## src/rtl/sap_pkg.sv

```systemverilog
// sap_pkg: names shared by every block of the SAP core.
//   - Opcode constants for IR[7:4].
//   - Microstep constants T0..T4.
//   - Control-word bit indices. The RAM, ALU and PC blocks use these same
//     indices, so a packed control word means the same thing everywhere.
package sap_pkg;

   // Opcodes (IR[7:4])
   localparam logic [3:0] OP_NOP = 4'b0000;
   localparam logic [3:0] OP_LDA = 4'b0001;
   localparam logic [3:0] OP_ADD = 4'b0010;
   localparam logic [3:0] OP_SUB = 4'b0011;
   localparam logic [3:0] OP_STA = 4'b0100;
   localparam logic [3:0] OP_LDI = 4'b0101;
   localparam logic [3:0] OP_JMP = 4'b0110;
   localparam logic [3:0] OP_JC  = 4'b0111;
   localparam logic [3:0] OP_JZ  = 4'b1000;
   localparam logic [3:0] OP_OUT = 4'b1110;
   localparam logic [3:0] OP_HLT = 4'b1111;

   // Microsteps
   localparam logic [2:0] T0 = 3'd0;
   localparam logic [2:0] T1 = 3'd1;
   localparam logic [2:0] T2 = 3'd2;
   localparam logic [2:0] T3 = 3'd3;
   localparam logic [2:0] T4 = 3'd4;

   // Control-word bit indices
   localparam int CW_W   = 16;
   localparam int CW_HLT = 15;
   localparam int CW_MI  = 14;
   localparam int CW_RI  = 13;
   localparam int CW_RO  = 12;
   localparam int CW_IO  = 11;
   localparam int CW_II  = 10;
   localparam int CW_AI  = 9;
   localparam int CW_AO  = 8;
   localparam int CW_EO  = 7;
   localparam int CW_SU  = 6;
   localparam int CW_BI  = 5;
   localparam int CW_OI  = 4;
   localparam int CW_CE  = 3;
   localparam int CW_CO  = 2;
   localparam int CW_J   = 1;
   localparam int CW_FI  = 0;

   typedef logic [CW_W-1:0] cw_t;

endpackage

```

## src/rtl/step_counter.sv

```systemverilog
// step_counter: 3-bit microstep counter for the SAP control sequencer.
// Ports:
//   clk_i    system clock, counts on the rising edge
//   rst_ni   synchronous active-low reset, forces the count to 0
//   clr_i    synchronous clear to 0 (program mode)
//   hold_i   freeze the current count (halted)
//   wrap_i   current step is the last one of the instruction; go to 0 next
//   step_o   current microstep
// Priority: reset > clear > hold > wrap > increment. The count also wraps
// unconditionally at LAST_STEP so it can never run past the final step.
module step_counter #(
   parameter int LAST_STEP = 4
) (
   input  logic       clk_i,
   input  logic       rst_ni,
   input  logic       clr_i,
   input  logic       hold_i,
   input  logic       wrap_i,
   output logic [2:0] step_o
);

   logic [2:0] step_q;
   logic [2:0] step_d;

   always_comb begin
      step_d = step_q;
      if (clr_i) begin
         step_d = 3'd0;
      end else if (hold_i) begin
         step_d = step_q;
      end else if (wrap_i || (step_q >= 3'(LAST_STEP))) begin
         step_d = 3'd0;
      end else begin
         step_d = step_q + 3'd1;
      end
   end

   always_ff @(posedge clk_i) begin
      if (!rst_ni) begin
         step_q <= 3'd0;
      end else begin
         step_q <= step_d;
      end
   end

   assign step_o = step_q;

endmodule

```

## src/rtl/control_sequencer.sv

```systemverilog
// control_sequencer: microcoded control unit of the SAP core.
// Holds the decode ROM (step x opcode x flags -> control word) and the halt
// latch; the microstep itself lives in step_counter.
// Ports:
//   clk                  system clock
//   clear_n              synchronous active-low reset
//   run                  1 = run mode, 0 = program mode (RAM fed by dipswitches)
//   opcode[3:0]          IR[7:4]
//   carry_flag/zero_flag registered ALU flags, consulted at T2 only
//   step[2:0]            current microstep (LEDs, debug)
//   halted               halt latch
//   hlt mi ri ro io ii ai ao eo su bi oi ce co j fi   control word strobes
// The control word is purely combinational from the current step, opcode,
// flags, halt latch, run and clear_n; downstream registers sample it on the
// next rising edge.
module control_sequencer
   import sap_pkg::*;
#(
   parameter int LAST_STEP = 4
) (
   input  logic       clk,
   input  logic       clear_n,
   input  logic       run,
   input  logic [3:0] opcode,
   input  logic       carry_flag,
   input  logic       zero_flag,
   output logic [2:0] step,
   output logic       halted,
   output logic       hlt,
   output logic       mi,
   output logic       ri,
   output logic       ro,
   output logic       io,
   output logic       ii,
   output logic       ai,
   output logic       ao,
   output logic       eo,
   output logic       su,
   output logic       bi,
   output logic       oi,
   output logic       ce,
   output logic       co,
   output logic       j,
   output logic       fi
);

   logic [2:0] step_q;
   logic       halted_q;
   logic       halted_d;
   cw_t        rom_cw;    // raw decode ROM output
   logic       rom_last;  // current step is the last non-empty one
   cw_t        cw;        // after reset / halt / program-mode gating

   step_counter #(
      .LAST_STEP (LAST_STEP)
   ) u_step_counter (
      .clk_i  (clk),
      .rst_ni (clear_n),
      .clr_i  (!run),
      .hold_i (halted_q),
      .wrap_i (rom_last),
      .step_o (step_q)
   );

   // Decode ROM. Empty steps (NOP, undefined opcodes, not-taken jumps)
   // mark themselves as last so the step wraps right after T2.
   always_comb begin
      rom_cw   = '0;
      rom_last = 1'b0;
      unique case (step_q)
         T0: begin
            rom_cw[CW_CO] = 1'b1;
            rom_cw[CW_MI] = 1'b1;
         end
         T1: begin
            rom_cw[CW_RO] = 1'b1;
            rom_cw[CW_II] = 1'b1;
            rom_cw[CW_CE] = 1'b1;
         end
         T2: begin
            case (opcode)
               OP_LDA, OP_ADD, OP_SUB, OP_STA: begin
                  rom_cw[CW_IO] = 1'b1;
                  rom_cw[CW_MI] = 1'b1;
               end
               OP_LDI: begin
                  rom_cw[CW_IO] = 1'b1;
                  rom_cw[CW_AI] = 1'b1;
                  rom_last      = 1'b1;
               end
               OP_JMP: begin
                  rom_cw[CW_IO] = 1'b1;
                  rom_cw[CW_J]  = 1'b1;
                  rom_last      = 1'b1;
               end
               OP_JC: begin
                  rom_cw[CW_IO] = carry_flag;
                  rom_cw[CW_J]  = carry_flag;
                  rom_last      = 1'b1;
               end
               OP_JZ: begin
                  rom_cw[CW_IO] = zero_flag;
                  rom_cw[CW_J]  = zero_flag;
                  rom_last      = 1'b1;
               end
               OP_OUT: begin
                  rom_cw[CW_AO] = 1'b1;
                  rom_cw[CW_OI] = 1'b1;
                  rom_last      = 1'b1;
               end
               OP_HLT: begin
                  rom_cw[CW_HLT] = 1'b1;
                  rom_last       = 1'b1;
               end
               default: rom_last = 1'b1;
            endcase
         end
         T3: begin
            case (opcode)
               OP_LDA: begin
                  rom_cw[CW_RO] = 1'b1;
                  rom_cw[CW_AI] = 1'b1;
                  rom_last      = 1'b1;
               end
               OP_ADD, OP_SUB: begin
                  rom_cw[CW_RO] = 1'b1;
                  rom_cw[CW_BI] = 1'b1;
               end
               OP_STA: begin
                  rom_cw[CW_AO] = 1'b1;
                  rom_cw[CW_RI] = 1'b1;
                  rom_last      = 1'b1;
               end
               default: rom_last = 1'b1;
            endcase
         end
         T4: begin
            if (opcode == OP_ADD || opcode == OP_SUB) begin
               rom_cw[CW_EO] = 1'b1;
               rom_cw[CW_AI] = 1'b1;
               rom_cw[CW_FI] = 1'b1;
               rom_cw[CW_SU] = (opcode == OP_SUB);
            end
            rom_last = 1'b1;
         end
         default: rom_last = 1'b1;
      endcase
   end

   // Reset beats halt beats program mode. A halted core keeps hlt high even
   // in program mode so the halt LED stays lit.
   always_comb begin
      cw = '0;
      if (!clear_n) begin
         cw = '0;
      end else if (halted_q) begin
         cw[CW_HLT] = 1'b1;
      end else if (!run) begin
         cw = '0;
      end else begin
         cw = rom_cw;
      end
   end

   // The latch sets on the edge that ends HLT T2; only clear_n releases it.
   always_comb begin
      halted_d = halted_q;
      if (run && !halted_q && (step_q == T2) && (opcode == OP_HLT)) begin
         halted_d = 1'b1;
      end
   end

   always_ff @(posedge clk) begin
      if (!clear_n) begin
         halted_q <= 1'b0;
      end else begin
         halted_q <= halted_d;
      end
   end

   assign step   = step_q;
   assign halted = halted_q;
   assign hlt    = cw[CW_HLT];
   assign mi     = cw[CW_MI];
   assign ri     = cw[CW_RI];
   assign ro     = cw[CW_RO];
   assign io     = cw[CW_IO];
   assign ii     = cw[CW_II];
   assign ai     = cw[CW_AI];
   assign ao     = cw[CW_AO];
   assign eo     = cw[CW_EO];
   assign su     = cw[CW_SU];
   assign bi     = cw[CW_BI];
   assign oi     = cw[CW_OI];
   assign ce     = cw[CW_CE];
   assign co     = cw[CW_CO];
   assign j      = cw[CW_J];
   assign fi     = cw[CW_FI];

endmodule

```

## config.mk

```make
export PLATFORM = sky130hd
export DESIGN_NAME = control_sequencer
export DESIGN_NICKNAME = d
export VERILOG_FILES = /design/src/rtl/sap_pkg.sv /design/src/rtl/step_counter.sv /design/src/rtl/control_sequencer.sv
export SDC_FILE = /design/constraint.sdc
export NUM_CORES = 1
export LEC_CHECK = 0
export BUFFER_PORTS_ARGS = -buffer_cell sky130_fd_sc_hd__buf_2
export CAP_MARGIN = 20
export CORE_AREA = 3 3 40 42
export DETAILED_ROUTE_END_ITERATION = 7
export DIE_AREA = 0 0 43 45
export PLACE_DENSITY = 0.91
export SLEW_MARGIN = 20
export SYNTH_ARGS = -nofsm -noshare
export SYNTH_HDL_FRONTEND = slang
export SYNTH_SLANG_ARGS = --single-unit
```

## constraint.sdc

```tcl
create_clock -name clk -period 2.5 [get_ports clk]
set_input_delay 0.5 -clock clk [delete_from_list [all_inputs] [get_ports clk]]
set_output_delay 0.5 -clock clk [all_outputs]
set_load 0.01 [all_outputs]
```

Word-level counts from Yosys, hierarchy flattened:

Index checks and enable logic that the tools add are counted.

* register bits: 4
* input bits: 9
* output and inout port bits: 20

* add/sub/neg operators: 1
* $lt $le $gt $ge: 1
* equal/unequal tests: 14
* mux-type cells: 34
* reduce and logical (&&, ||, !) cells: 13

Operators with widths (count)
* 2-to-1 mux 16 bit: 2
* 2-to-1 mux 1 bit: 21
* == test 4 x 3 -> 1 bit (second input constant): 4
* 2-to-1 mux 15 bit: 1
* == test 4 bit (second input constant): 3
* case mux 1 bit (3 select lines): 4
* == test 4 x 2 -> 1 bit (second input constant): 2
* == test 3 x 2 -> 1 bit (second input constant): 2
* case mux 1 bit (2 select lines): 3
* OR reduction 6 bit: 1
* == test 4 x 1 -> 1 bit (second input constant): 1
* 2-to-1 mux 2 bit: 2
* OR reduction 2 bit: 2
* OR reduction 4 bit: 1
* adder 3 x 1 -> 3 bit (second input constant): 1
* == test 3 x 1 -> 1 bit (second input constant): 1
* == test 3 bit (second input constant): 1
* greater-or-equal comparator 3 bit (second input constant): 1
* logical AND 1 bit: 3
* logical NOT 3 bit: 1
* 2-to-1 mux 3 bit: 1
* OR reduction 3 bit: 1
* logical OR 1 bit: 2
* AND reduction 2 bit: 1
* logical NOT 1 bit: 1

Longest topological paths before layout:

* depth in word-level cells: 7
* mapped depth: 6

Hierarchy:

Synthesis repeated with hierarchy kept, for this count alone.

* cell total of the unflattened synthesis: 77
* area total of the unflattened synthesis: 566.8 um^2

By module, submodules not included
* control_sequencer: instances 1, cells each 63, area an instance 434.2 um^2
* step_counter: instances 1, cells each 14, area an instance 132.6 um^2

Worst setup path after synthesis:

Ideal clock, no wire load.

* kind: register to output
* start: register u_step_counter.step_q[0] (netlist: u_step_counter.step_o[0])
* end: output ai
* arrival: 1457 ps
* data required time: 2000 ps
* path slack: 543 ps
* cell stages (with the launch flop): 6
* buffers on the path: 0
* cells stage by stage: dfxtp_1 ha_1 ha_1 nor2b_1 o211ai_1 a2111oi_2

* longest elaborated chain between the ends: 5

Ends and longest elaborated chain
* start, declared: line step_counter.sv:22 `logic [2:0] step_q;`
* start signal, assigned: line step_counter.sv:42 `step_q <= step_d;`
* == test 3 bit or == test 3 x 2 -> 1 bit (tied branches): line control_sequencer.sv:70 `unique case (step_q)`
* case mux 1 bit (3 select lines) *: line control_sequencer.sv:70
* 2-to-1 mux 16 bit *: line control_sequencer.sv:158 `end else if (!run) begin`
* 2-to-1 mux 15 bit *: line control_sequencer.sv:156 `end else if (halted_q) begin`
* 2-to-1 mux 16 bit *: line control_sequencer.sv:154 `if (!clear_n) begin`
* end, declared: line control_sequencer.sv:35 `output logic ai,`

Every way passes the cells marked *; elsewhere a longest branch is shown, timed or not.

Worst setup path in the final report:

* start: register u_step_counter.step_q[2] (netlist: u_step_counter.step_o[2])
* end: output ai

The elaborated chain is that of the path after synthesis.

==> report_table.html <==
<table>
<tr><th>Metric</th><th>Value</th></tr>
<tr><th colspan="2">Run status</th></tr>
<tr><td>Outcome</td><td>finished, final reports clean</td></tr>
<tr><th colspan="2">Timing</th></tr>
<tr><td>Total setup violations reported at the end of the flow</td><td>0</td></tr>
<tr><td>Max Fclk</td><td>0.434 GHz</td></tr>
<tr><td>Count of pins over their slew limit</td><td>0</td></tr>
<tr><td>Tmin final</td><td>about 2.3 ns</td></tr>
<tr><td>RSZ-0062 raised after global routing</td><td>no</td></tr>
<tr><td>Final TNS setup</td><td>0 ns</td></tr>
<tr><td>Post-Route Skew</td><td>0.00123 ns</td></tr>
<tr><td>Share of the clock period used by the worst path</td><td>0.922</td></tr>
<tr><td>Transition at the pin with the smallest max-transition slack</td><td>about 0.4 ns</td></tr>
<tr><td>Final hold violation count</td><td>0</td></tr>
<tr><td>Relative slew slack</td><td>0.735</td></tr>
<tr><th colspan="2">Cells and area</th></tr>
<tr><td>Number of filler cells placed in the layout</td><td>~130</td></tr>
<tr><td>Fraction of final layout cells with drive strength greater than 1</td><td>0.404</td></tr>
<tr><td>Area growth from synthesis to layout</td><td>24.7%</td></tr>
<tr><td>Non-filler instance count after layout</td><td>119</td></tr>
<tr><td>Antenna diode instance count</td><td>0</td></tr>
<tr><td>Final #Nets</td><td>120</td></tr>
<tr><th colspan="2">Synth</th></tr>
<tr><td>Post-Syn Instances</td><td>slightly below 80</td></tr>
<tr><td>Leading cell types by total area after synthesis</td><td>dfxtp_1 (13%), ha_1 (10%), inv_1 (4.3%)</td></tr>
<tr><td>Post-synth top area cell</td><td>dfxtp_1</td></tr>
<tr><td>Post-Synthesis Cell Area</td><td>612 sq um</td></tr>
<tr><td>FFs w/ async S/R, synth</td><td>0</td></tr>
<tr><td>Flip-flop and latch count after synthesis</td><td>4</td></tr>
<tr><td>Ys flop type</td><td>dfxtp_1</td></tr>
<tr><td>Synth cell types</td><td>37</td></tr>
<tr><td>Number of synthesized flops with an enable pin</td><td>0</td></tr>
<tr><td>Fraction of post-synthesis cell area in the top cell type by area</td><td>0.131</td></tr>
<tr><td>Syn Nets</td><td>91</td></tr>
<tr><td>Yosys warnings</td><td>0</td></tr>
<tr><td>Sequential element share of the synthesized area</td><td>0.131</td></tr>
<tr><td>Post-synthesis area per instance</td><td>7.95 sq um</td></tr>
<tr><td>List of most frequent post-synthesis cells</td><td>inv_1 (7), nor2_1 (7), ha_1 (5)</td></tr>
<tr><th colspan="2">Worst setup path</th></tr>
<tr><td>Critical setup path kind</td><td>flop to output port</td></tr>
<tr><td>Crit Path Max Fanout</td><td>12</td></tr>
<tr><td>Critical Path Max Stage Delay</td><td>0.55 ns</td></tr>
<tr><td>Startpoint type of the worst setup path</td><td>flop</td></tr>
<tr><td>Category of cells accounting for the largest share of critical-path delay</td><td>flip-flops</td></tr>
<tr><td>Crit end category</td><td>output port</td></tr>
<tr><td>Cell-by-cell trace of the critical path</td><td>inv_1 &gt; ha_1 &gt; nor2b_1 &gt; o211ai_1 &gt; a2111oi_2 &gt; buf_2</td></tr>
<tr><td>Number of cells on the critical path</td><td>6</td></tr>
<tr><td>Buffers &amp; Inverters on Critical Path</td><td>2</td></tr>
<tr><td>Critical path data required time</td><td>2.00 ns</td></tr>
<tr><td>Critical path data arrival time</td><td>between 1.5 and 2 ns</td></tr>
<tr><td>R2R depth</td><td>5</td></tr>
<tr><td>Cell with the biggest individual delay on the critical path</td><td>dfxtp_1</td></tr>
<tr><th colspan="2">Placement</th></tr>
<tr><td>Cell count after placement</td><td>116</td></tr>
<tr><td>Post-detail-place hpwl</td><td>1280 um</td></tr>
<tr><td>Routability congestion estimate</td><td>0.788</td></tr>
<tr><td>Number of input and output port buffers inserted</td><td>28</td></tr>
<tr><th colspan="2">Power</th></tr>
<tr><td>Clock group share of total power</td><td>0.354</td></tr>
<tr><td>Power density cells</td><td>281 nW/um^2</td></tr>
<tr><td>Switching share of total power</td><td>0.310</td></tr>
<tr><td>Pleak</td><td>0.362 nW</td></tr>
<tr><td>Sw Pwr</td><td>0.0663 mW</td></tr>
<tr><td>VDD IR max</td><td>0.187 mV</td></tr>
<tr><td>Internal power component</td><td>0.148 mW</td></tr>
<tr><td>Part of the total power dissipated in combinational logic</td><td>0.321</td></tr>
<tr><td>Pwr Total</td><td>0.214 mW</td></tr>
<tr><td>Part of the power in registers</td><td>0.324</td></tr>
<tr><th colspan="2">Die</th></tr>
<tr><td>Placeable core area</td><td>between 1000 and 1500 sq um</td></tr>
<tr><td>Effective utilization at floorplan</td><td>0.476</td></tr>
<tr><td>Die area</td><td>slightly below 2000 sq um</td></tr>
<tr><td>Row cnt</td><td>13</td></tr>
<tr><td>Number of top-level design ports</td><td>29</td></tr>
<tr><td>Die outline height</td><td>45 um</td></tr>
<tr><td>Horizontal die dimension</td><td>between 40 and 50 um</td></tr>
<tr><th colspan="2">Drt</th></tr>
<tr><td>Total iterations of the first detailed-routing run</td><td>4</td></tr>
<tr><td>Drt first-iter violations</td><td>13</td></tr>
<tr><td>Number of nets still failing antenna checks after routing</td><td>0</td></tr>
<tr><td>Detailed-route DRC error count</td><td>0</td></tr>
<tr><td>Wire length after detailed routing</td><td>about 1600 um</td></tr>
<tr><td>Vias post-DR</td><td>659</td></tr>
<tr><td>Final routed wire length divided by cell count</td><td>roughly 13 um</td></tr>
<tr><td>Routed via count divided by cell count</td><td>5.54</td></tr>
<tr><th colspan="2">CTS</th></tr>
<tr><td>Max Root-Sink Buffers</td><td>2</td></tr>
<tr><td>Insertion delay to the later sink of the worst-skew pair</td><td>0.23 ns</td></tr>
<tr><td>Maximum level of the CTS H-tree</td><td>1</td></tr>
<tr><td># clock sinks</td><td>4</td></tr>
<tr><td>Clock tree from TritonCTS</td><td>built</td></tr>
<tr><td>Total clock buffers created by CTS</td><td>3</td></tr>
<tr><td>Reg clk slew, reported paths</td><td>0.03 ns</td></tr>
<tr><td>Cell at the root of the clock tree</td><td>clkbuf_4</td></tr>
<tr><td>Number of buffers inserted for hold repair after clock tree synthesis</td><td>0</td></tr>
<tr><th colspan="2">Global route</th></tr>
<tr><td>Initial antenna violation count</td><td>0</td></tr>
<tr><td>Number of global-route vias before repair</td><td>between 600 and 700</td></tr>
<tr><td>Total Routing Usage GR</td><td>0.178</td></tr>
<tr><td>Pin count of the biggest net entering global routing</td><td>13</td></tr>
<tr><td>Global-route wire length before repair</td><td>between 2000 and 3000 um</td></tr>
<tr><td>Gr ovfl total</td><td>0</td></tr>
<tr><th colspan="2">Worst hold path</th></tr>
<tr><td>Min-Delay Path Class</td><td>flop to flop</td></tr>
<tr><td>Hold depth</td><td>2</td></tr>
<tr><th colspan="2">Job</th></tr>
<tr><td>Max-cap viol count</td><td>0</td></tr>
</table>
## worst register-to-register path, cell delays in order, from the launching register on
cell	delay, ns
dfxtp_1	0.55
inv_1	0.16
ha_1	0.28
or4_1	0.54
o211ai_1	0.15
o32ai_1	0.11
## cell type report
| type | count | area [sq um] | area share |
|---|---|---|---|
| Multi-Input combinational cell | 62 | 474 | 0.621 |
| Timing Repair Buffer | 28 | 140 | 0.184 |
| Sequential cell | 4 | 81.3 | 0.107 |
| Inverter | 7 | 26.3 | 0.0344 |
| Clock buffer | 3 | 22.5 | 0.0295 |
| Tap cell | 15 | 18.8 | 0.0246 |
## power by group through the flow
stage,Sequential [mW],Clock (mW),Combinational [mW]
after floorplan,0.0706,0,0.0416
after global placement,0.0700,0,0.0652
after detailed placement,0.0702,0,0.0682
after CTS,0.0693,0.0813,0.0685
after global routing,0.0700,0.0844,0.0763
final,0.0695,0.0759,0.0688
## sequential cells by signal, indices dropped and copies added, names as in the netlist
signal / flops
u_step_counter.step_o: 3
halted: 1
## worst paths after layout
check                                             start                                    end  slack, ns
hold reg to reg   u_step_counter.step_o[0]$_SDFFE_PN0N_  u_step_counter.step_o[0]$_SDFFE_PN0N_       0.53
setup reg to reg  u_step_counter.step_o[2]$_SDFFE_PN0N_  u_step_counter.step_o[1]$_SDFFE_PN0N_       0.59
setup / recovery  u_step_counter.step_o[2]$_SDFFE_PN0N_                                     ai       0.19
hold / removal    u_step_counter.step_o[0]$_SDFFE_PN0N_  u_step_counter.step_o[0]$_SDFFE_PN0N_       0.53
## timing repair
item,4_1_cts,5_1_grt
setup buffers,0,0
gates resized for setup,0,1
setup endpoints to repair,0,1
hold endpoints to repair,0,0
## per-layer routing
layer  part of all wire  up-vias  track usage  routed length, um
met5                  0        -            0                  0
met4                  0        0        0.108                  0
met3              0.071        0       0.0359                112
met2               0.48       22        0.290                748
met1               0.45      293        0.217                706
li1                   -      344            -                  -
## logic make-up (layout without fill, tap and decap cells)
family | count (synthesis) | count (layout) | synth area share
simple gates | 40 | 40 | 0.448
fa+ha+maj | 5 | 5 | 0.102
compound gates | 17 | 17 | 0.225
buf+inv | 11 | 38 | 0.0941
flops | 4 | 4 | 0.131
## cells in the final DEF (no fill, tap or decap), types with 2 or more instances in the layout
master / synthesis / routed
ha_1: 5 / 5
o21a_1: 2 / 2
nor3_1: 4 / 4
o32ai_1: 2 / 2
and2_1: 2 / 2
a21oi_1: 2 / 2
nor2_1: 7 / 7
nand4_1: 2 / 2
nand3_1: 4 / 4
nand2b_1: 2 / 2
and4bb_2: 2 / 2
o211ai_1: 3 / 3
clkbuf_4: 0 / 3
buf_2: 1 / 28
inv_1: 7 / 7
nand2_1: 3 / 3
and3b_1: 2 / 2
dfxtp_1: 4 / 3
nor2b_1: 2 / 2
or3_1: 2 / 2
## stage by stage
stage,instance area (sq um),hold slack (ns),worst slack [ns],utilization
global route,763,0.562,0.0389,0.594
global placement,739,0.538,0.428,0.575
finish,763,0.533,0.194,0.594
detailed placement,739,0.556,0.386,0.575
CTS,762,0.562,0.155,0.593
floorplan,612,0.556,0.543,-
(Power assumes the default switching activity.)
